$ cat config.mk
export PLATFORM = sky130hd
export DESIGN_NAME = ipif_regs_v2
export DESIGN_NICKNAME = d
export VERILOG_FILES = /design/src/rtl/ipif_regs_pkg.sv /design/src/rtl/ipif_be_merge.sv /design/src/rtl/ipif_regs_v2.sv
export SDC_FILE = /design/constraint.sdc
export NUM_CORES = 1
export LEC_CHECK = 0
export CAP_MARGIN = 10
export CORE_AREA = 2 2 129 131
export DETAILED_ROUTE_END_ITERATION = 6
export DIE_AREA = 0 0 131 133
export GPL_TIMING_DRIVEN = 0
export PLACE_DENSITY = 0.79
export RECOVER_POWER = 50
export SYNTH_ARGS = -nofsm -noshare
export SYNTH_HDL_FRONTEND = slang
export SYNTH_SLANG_ARGS = --single-unit
$ cat constraint.sdc
create_clock -name Bus2IP_Clk -period 12.6 [get_ports Bus2IP_Clk]
set_input_delay 1.26 -clock Bus2IP_Clk [delete_from_list [all_inputs] [get_ports Bus2IP_Clk]]
set_output_delay 1.26 -clock Bus2IP_Clk [all_outputs]
set_load 0.01 [all_outputs]
$ cat src/rtl/ipif_regs_pkg.sv
// ipif_regs_pkg: shared FSM encoding and sizing helpers for ipif_regs_v2
package ipif_regs_pkg;
  typedef enum logic [1:0] {S_IDLE, S_ACK, S_HOLD} state_t;
  function automatic int log2c(input int n);
    int r;
    r = 0;
    while ((1 << r) < n) r++;
    return r;
  endfunction
  function automatic int max1(input int n);
    return (n < 1) ? 1 : n;
  endfunction
  function automatic int idx_width(input int total);
    return max1(log2c(total));
  endfunction
endpackage

$ cat src/rtl/ipif_be_merge.sv
// ipif_be_merge: byte-enable merge of old/new words plus the W1C clear mask
module ipif_be_merge #(
  parameter int DW = 32
) (
  input  logic [DW-1:0]   i_old,
  input  logic [DW-1:0]   i_new,
  input  logic [DW/8-1:0] i_be,
  output logic [DW-1:0]   o_merged,
  output logic [DW-1:0]   o_clr
);
  logic [DW-1:0] w_mask;
  for (genvar b = 0; b < DW/8; b++) begin : g_lane
    assign w_mask[8*b +: 8] = {8{i_be[b]}};
  end
  assign o_merged = (i_new & w_mask) | (i_old & ~w_mask);
  assign o_clr    = i_new & w_mask;
endmodule

$ cat src/rtl/ipif_regs_v2.sv
// ipif_regs_v2: IPIF slave register file (WO, RW, W1C, RO); define IPIF_REGS_SNAPSHOT_EN for coherent RO snapshot reads
module ipif_regs_v2
  import ipif_regs_pkg::*;
#(
  parameter int C_S_AXI_DATA_WIDTH = 32,
  parameter int C_S_AXI_ADDR_WIDTH = 32,
  parameter int NUM_WO_REGS        = 1,
  parameter int NUM_RW_REGS        = 1,
  parameter int NUM_W1C_REGS       = 1,
  parameter int NUM_RO_REGS        = 1
) (
  input  logic                                                Bus2IP_Clk,
  input  logic                                                Bus2IP_Reset,
  input  logic [C_S_AXI_ADDR_WIDTH-1:0]                       Bus2IP_Addr,
  input  logic                                                Bus2IP_CS,
  input  logic                                                Bus2IP_RNW,
  input  logic [C_S_AXI_DATA_WIDTH-1:0]                       Bus2IP_Data,
  input  logic [C_S_AXI_DATA_WIDTH/8-1:0]                     Bus2IP_BE,
  output logic [C_S_AXI_DATA_WIDTH-1:0]                       IP2Bus_Data,
  output logic                                                IP2Bus_RdAck,
  output logic                                                IP2Bus_WrAck,
  output logic                                                IP2Bus_Error,
  output logic [max1(NUM_WO_REGS)*C_S_AXI_DATA_WIDTH-1:0]     wo_regs,
  input  logic [max1(NUM_WO_REGS)*C_S_AXI_DATA_WIDTH-1:0]     wo_defaults,
  output logic [max1(NUM_RW_REGS)*C_S_AXI_DATA_WIDTH-1:0]     rw_regs,
  input  logic [max1(NUM_RW_REGS)*C_S_AXI_DATA_WIDTH-1:0]     rw_defaults,
  output logic [max1(NUM_WO_REGS+NUM_RW_REGS)-1:0]            wr_strobe,
  input  logic [max1(NUM_W1C_REGS)*C_S_AXI_DATA_WIDTH-1:0]    w1c_set,
  output logic [max1(NUM_W1C_REGS)*C_S_AXI_DATA_WIDTH-1:0]    w1c_regs,
  input  logic [max1(NUM_RO_REGS)*C_S_AXI_DATA_WIDTH-1:0]     ro_regs
);
  localparam int DW       = C_S_AXI_DATA_WIDTH;
  localparam int AW_LSB   = log2c(DW/8);
  localparam int TOTAL    = NUM_WO_REGS + NUM_RW_REGS + NUM_W1C_REGS + NUM_RO_REGS;
  localparam int IDX_W    = idx_width(TOTAL);
  localparam int RW_BASE  = NUM_WO_REGS;
  localparam int W1C_BASE = RW_BASE + NUM_RW_REGS;
  localparam int RO_BASE  = W1C_BASE + NUM_W1C_REGS;
  state_t                               r_state;
  logic [max1(NUM_WO_REGS)*DW-1:0]      r_wo;
  logic [max1(NUM_RW_REGS)*DW-1:0]      r_rw;
  logic [max1(NUM_W1C_REGS)*DW-1:0]     r_w1c;
  logic [max1(NUM_WO_REGS+NUM_RW_REGS)-1:0] r_strobe;
  logic                                 r_rdack, r_wrack, r_err;
  logic [DW-1:0]                        r_data;
  logic [31:0]                          w_i;
  logic                                 w_go, w_wr, w_wo, w_rw, w_w1c, w_ro, w_err;
  logic [DW-1:0]                        w_old, w_merged, w_clr, w_rd;
  logic [max1(NUM_W1C_REGS)*DW-1:0]     w_clr_all;
  logic                                 w_unused;
  assign w_unused = ^Bus2IP_Addr;
  assign w_i      = 32'(Bus2IP_Addr[AW_LSB +: IDX_W]);
  assign w_wo     = w_i < RW_BASE;
  assign w_rw     = w_i >= RW_BASE && w_i < W1C_BASE;
  assign w_w1c    = w_i >= W1C_BASE && w_i < RO_BASE;
  assign w_ro     = w_i >= RO_BASE && w_i < TOTAL;
  assign w_go     = r_state == S_IDLE && Bus2IP_CS;
  assign w_wr     = w_go && !Bus2IP_RNW;
  assign w_err    = Bus2IP_RNW ? !(w_rw || w_w1c || w_ro) : !(w_wo || w_rw || w_w1c);
  ipif_be_merge #(.DW(DW)) u_merge (
    .i_old   (w_old),
    .i_new   (Bus2IP_Data),
    .i_be    (Bus2IP_BE),
    .o_merged(w_merged),
    .o_clr   (w_clr)
  );
`ifdef IPIF_REGS_SNAPSHOT_EN
  logic [max1(NUM_RO_REGS)*DW-1:0] r_snap;
  // A read of RO[0] freezes every RO word so later words read coherently
  always_ff @(posedge Bus2IP_Clk)
    if (Bus2IP_Reset) r_snap <= '0;
    else if (w_go && Bus2IP_RNW && NUM_RO_REGS > 0 && w_i == RO_BASE) r_snap <= ro_regs;
`endif
  always_comb begin
    w_old = '0;
    w_rd  = '0;
    for (int i = 0; i < NUM_WO_REGS; i++) if (w_i == i) w_old = r_wo[DW*i +: DW];
    for (int i = 0; i < NUM_RW_REGS; i++)
      if (w_i == RW_BASE + i) begin
        w_old = r_rw[DW*i +: DW];
        w_rd  = r_rw[DW*i +: DW];
      end
    for (int i = 0; i < NUM_W1C_REGS; i++) if (w_i == W1C_BASE + i) w_rd = r_w1c[DW*i +: DW];
`ifdef IPIF_REGS_SNAPSHOT_EN
    for (int i = 0; i < NUM_RO_REGS; i++)
      if (w_i == RO_BASE + i) w_rd = (i == 0) ? ro_regs[DW*i +: DW] : r_snap[DW*i +: DW];
`else
    for (int i = 0; i < NUM_RO_REGS; i++) if (w_i == RO_BASE + i) w_rd = ro_regs[DW*i +: DW];
`endif
  end
  always_comb begin
    w_clr_all = '0;
    for (int i = 0; i < NUM_W1C_REGS; i++)
      if (w_wr && w_i == W1C_BASE + i) w_clr_all[DW*i +: DW] = w_clr;
  end
  always_ff @(posedge Bus2IP_Clk) begin
    if (Bus2IP_Reset) begin
      r_state  <= S_IDLE;
      r_rdack  <= 1'b0;
      r_wrack  <= 1'b0;
      r_err    <= 1'b0;
      r_data   <= '0;
      r_strobe <= '0;
      r_wo     <= (NUM_WO_REGS > 0) ? wo_defaults : '0;
      r_rw     <= (NUM_RW_REGS > 0) ? rw_defaults : '0;
      r_w1c    <= '0;
    end else begin
      r_state  <= (r_state == S_IDLE) ? (Bus2IP_CS ? S_ACK : S_IDLE) :
                  (r_state == S_ACK)  ? S_HOLD : (Bus2IP_CS ? S_HOLD : S_IDLE);
      r_rdack  <= w_go && Bus2IP_RNW;
      r_wrack  <= w_go && !Bus2IP_RNW;
      r_err    <= w_go && w_err;
      r_data   <= (w_go && Bus2IP_RNW) ? w_rd : '0;
      r_strobe <= '0;
      // Hardware set is OR-ed after the clear so it wins on a collision
      r_w1c    <= (r_w1c & ~w_clr_all) | ((NUM_W1C_REGS > 0) ? w1c_set : '0);
      for (int i = 0; i < NUM_WO_REGS; i++)
        if (w_wr && w_i == i) begin
          r_wo[DW*i +: DW] <= w_merged;
          r_strobe[i]      <= 1'b1;
        end
      for (int i = 0; i < NUM_RW_REGS; i++)
        if (w_wr && w_i == RW_BASE + i) begin
          r_rw[DW*i +: DW]           <= w_merged;
          r_strobe[NUM_WO_REGS + i]  <= 1'b1;
        end
    end
  end
  assign IP2Bus_Data  = r_data;
  assign IP2Bus_RdAck = r_rdack;
  assign IP2Bus_WrAck = r_wrack;
  assign IP2Bus_Error = r_err;
  assign wo_regs      = r_wo;
  assign rw_regs      = r_rw;
  assign w1c_regs     = r_w1c;
  assign wr_strobe    = r_strobe;
endmodule

* After elaboration in Yosys (flattened, before gate mapping)
Index checks and enable logic that the tools add are counted.
** Cells by class
- Magnitude comparators :: 7
- Equality and inequality tests :: 4
- Multiplexer cells :: 17
- Bitwise operators :: 8
- Reduce and logical (&&, ||, !) cells :: 22
** Operators with widths (count)
- $mux W32 :: 10
- $and A32 B32 Y32 :: 3
- $not A32 Y32 :: 2
- $or A32 B32 Y32 :: 2
- $logic_not A32 Y1 :: 1
- $logic_and A1 B1 Y1 :: 10
- $mux W2 :: 3
- $eq A2 B1 Y1 const B :: 2
- $eq A2 B2 Y1 const B :: 2
- $ge A2 B2 Y1 const B :: 2
- $logic_or A1 B1 Y1 :: 4
- $lt A2 B2 Y1 const B :: 2
- $mux W1 :: 4
- $reduce_bool A2 Y1 :: 2
- $logic_not A1 Y1 :: 3
- $lt A2 B3 Y1 const B :: 1
- $ge A2 B1 Y1 const B :: 1
- $logic_not A2 Y1 :: 1
- $lt A2 B1 Y1 const B :: 1
- $reduce_or A2 Y1 :: 1
- $not A1 Y1 :: 1
** Word-level totals
- Flip-flop bits (word level) :: 135
- Input bits :: 200
- Output and inout port bits :: 133
- Word-level logic and storage cells :: 67

* Longest topological paths before layout
- Word-level depth :: 8
- Mapped depth :: 6
- Mapped depth without buffers :: 3

* Hierarchy
A second synthesis with hierarchy kept.
** Second synthesis, totals
- Cell total of the unflattened synthesis :: 686
- Area total of the unflattened synthesis :: 7020.5 um2
** By module, submodules not included
- ipif_regs_v2 :: times used 1, cells each 614, area an instance 6284.8 um2, sequential area each 3343.2 um2
- ipif_be_merge :: times used 1, cells each 72, area an instance 735.7 um2, sequential area each 0.0 um2

* Least setup slack after synthesis
OpenSTA, ideal clock, no wires.
- Path kind :: input -> register
- Start point :: input Bus2IP_RNW
- End point :: register r_wo[0], in the netlist wo_regs[0] (enable)
- Setup time :: 0.470 ns
- Arrival :: 4.469 ns
- Required time :: 12.130 ns
- Path slack :: 7.661 ns
- Cell stages on the path :: 4
- Cell sequence :: or4b_1 > buf_6 > buf_8 > o31ai_1
** On the way
- Longest elaborated chain between the ends :: 4
** Ends and longest elaborated chain
- start: declaration :: line ipif_regs_v2.sv:16 : input logic Bus2IP_RNW,
- $logic_not A1 Y1 :: line ipif_regs_v2.sv:58 : assign w_wr = w_go && !Bus2IP_RNW;
- $logic_and A1 B1 Y1 :: line ipif_regs_v2.sv:58
- $logic_and A1 B1 Y1 :: line ipif_regs_v2.sv:118 : if (w_wr && w_i == i) begin
- $reduce_bool A2 Y1 (no source line)
- end signal: assignment :: line ipif_regs_v2.sv:104 : r_wo <= (NUM_WO_REGS > 0) ? wo_defaults : '0;
- end signal: indexed assignment :: line ipif_regs_v2.sv:119 : r_wo[DW*i +: DW] <= w_merged;
- end: declaration :: line ipif_regs_v2.sv:40 : logic [max1(NUM_WO_REGS)*DW-1:0] r_wo;
No other way between the ends.
A chain may end at the register's enable or synchronous reset.

* Final worst setup path
- Start point :: input Bus2IP_CS
- End point :: register r_wo[21], in the netlist wo_regs[21] (enable)
** On the way
- Longest elaborated chain between the ends :: 4
** Ends and longest elaborated chain
- start: declaration :: line ipif_regs_v2.sv:15 : input logic Bus2IP_CS,
- $logic_and A1 B1 Y1 :: line ipif_regs_v2.sv:57 : assign w_go = r_state == S_IDLE && Bus2IP_CS;
- $logic_and A1 B1 Y1 :: line ipif_regs_v2.sv:58
- $logic_and A1 B1 Y1 :: line ipif_regs_v2.sv:118
- $reduce_bool A2 Y1 (no source line)
No other way between the ends.

==> flow_summary.toml <==
[outcome]
outcome = "finished, final reports clean"

[layout]
nets = 1142
drive_above_1_share_pct = 9.74
layout_common_cells = "clkdlybuf4s50_1, dlygate4sd3_1, a21oi_1, inv_1, dfxtp_1"
antenna_cells = 0
syn_to_final_growth_pct = 57.9
layout_commonest_cell = "clkdlybuf4s50_1"

[logic_synthesis]
async_reset_ff_share_pct = 0
synth_ff_type = "dfxtp_1"
synth-warning-count = 0
yosysUniqueCellTypes = 29
synth_largest_area_cell = "edfxtp_1"
syn_inst = 624
synth_edf_count = 64
yosysSeqAreaShare_pct = 51.3
syn_nets = 824
ys_seq_elements = 135
synth_area_leaders = "edfxtp_1, dfxtp_1, a21oi_1"
synth.avg_cell_area_sq_um = 10.4
synth_top_area_share_pct = 29.5
syn_area_sq_mm = 0.00652

[detailed_routing]
drc = 0
first_iter_violations = 324
wl_mm = 24.2
viasPerCell = 5.24
avgRoutedWirePerCell_microns = 20.6
ant_nets = 0
first_pass_iters = 6
vias = 6158

[cts]
clock_sinks = 135
postCtsSetupBuffers = 0
clk_pin_slew_ns = 0.06
root_buffer = "clkbuf_16"
cts_resized = 0
cts_tree = "done"
clock_latency_ns = 0.42
cts_buffers = 17
ctsLongestPathBuffers = 2
ctsHoldBuffers = 0
cts.htree.levels = 4

[grt]
grt_overflow = 0
grt_util_all_layers_pct = 28.0
grt_pass1_wl_mm = 36.1
grt_pass1_vias = 6506
grt_max_degree = 22
antenna_found_initial = 0

[setup_path]
cp.arrival_ns = 3.88
endpoint_kind = "flip-flop"
worstSetupPathType = "in -> reg"
cp.required_ns = 12.72
path_max_fanout = 13
critPathLaunchType = "input port"

[timing]
worst_slack_ns = 8.84
clock_skew_ns = 0.00834
fmax_mhz = 266
rsz0062_at_grt = "no"
slew-limit-headroom_pct = 41.2
layout_min_cycle_time_ns = 3.76
hold_violations = 0
tns_ns = 0
setup_viol = 0
drv_slew = 0
worstMarginPinSlew_ns = 0.882
post-route-period-util_pct = 29.9

[run]
cap_violations = 0

[die]
die_area_sq_mm = 0.0174
dieHeight_microns = 133
coreArea_sq_mm = 0.0162
die_w_microns = 131
io_pins = 333
num_rows = 47
start_util_pct = 40.3

[pwr]
powerDensity_mw_per_mm2 = 120
leakagePower_nw = 4.28
ir_drop_uv = 95.5

[hold_path]
hold_class = "reg -> reg"

[place]
port_buffers = 296
hpwlAfterDp_mm = 18.0
place_ws_ns = 8.88
place.gp.congestion = 0.842
[Yosys cell counts (2+ instances only)]
cell type	count
a21oi_1	128
buf_2	4
dfxtp_1	71
inv_1	99
nor2_1	6
nand2_1	33
dlymetal6s2s_1	4
buf_6	4
buf_12	2
mux2i_1	33
a221oi_1	32
o31ai_2	28
mux2_2	32
a211oi_1	32
o31ai_1	6
nand2b_1	2
edfxtp_1	64
clkbuf_1	31
buf_4	3
[worst max-delay path, cell delays in order]
cell and delay (ns):
dlygate4sd3_1 0.57, or4b_1 0.43, clkbuf_1 0.23, clkbuf_1 0.43
o31ai_4 0.70, buf_8 0.25
[logic make-up (layout without fill, tap and decap cells)]
group | Yosys count | count (layout) | share of synthesized area (%)
AOI/OAI and AO/OA | 227 | 227 | 23.9
buffers and inverters | 151 | 482 | 10.8
DFF | 135 | 135 | 51.3
muxes | 65 | 65 | 10.6
and+or+nand+nor | 46 | 46 | 3.34
[area by class of cell]
class | count | area, sq um
Inverter | 99 | 372
Clock buffer | 21 | 440
Tap cell | 220 | 275
Timing Repair Buffer | 299 | 3010
Buffer | 52 | 284
Clock inverter | 11 | 131
Multi-Input combinational cell | 338 | 2430
Fill cell | 1366 | 5880
Sequential cell | 135 | 3340
[path summary, 6_finish.rpt]
kind	start	end	slack, ns	cells after the start
hold reg to reg	w1c_regs[28]	w1c_regs[28]	0.48	2
setup reg to reg	r_state[0]	wo_regs[21]	9.85	5
hold / removal	w1c_regs[28]	w1c_regs[28]	0.48	2
setup / recovery	Bus2IP_CS	wo_regs[21]	8.84	6
[registers in the layout (all words and copies together), names as in the netlist]
register	flops
IP2Bus_RdAck	1
wo_regs	32
IP2Bus_WrAck	1
IP2Bus_Data	32
wr_strobe	2
w1c_regs	32
rw_regs	32
r_state	2
IP2Bus_Error	1
[per-stage QoR]
step / util [%] / std cells / power (mW) / cell area [sq um] / hold slack (ns)
finish: 63.7 / 1175 / 1.24 / 10300 / 0.483
global route: 63.7 / 1175 / 1.28 / 10300 / 0.499
CTS: 64.3 / 1175 / 1.25 / 10400 / 0.486
detailed placement: 60.8 / 1143 / 0.764 / 9830 / 0.478
global placement: 60.3 / 1140 / 0.759 / 9760 / 0.470
floorplan: - / 624 / 0.621 / 6520 / 0.480
[routing by layer]
layer  vias up  part of all wire [%]  global-route usage, %
met1      2957                    38                   32.2
li1       2875                     -                      -
met2       278                    52                   49.1
met5         -                     0                      0
met4         0                   2.5                   10.1
met3        48                   7.7                   7.89
[report_power, final]
group | total [mW] | switching (mW) | internal, mW
Sequential | 0.511 | 0.0183 | 0.493
Clock | 0.496 | 0.188 | 0.308
Combinational | 0.230 | 0.108 | 0.121
(Power assumes the default switching activity.)
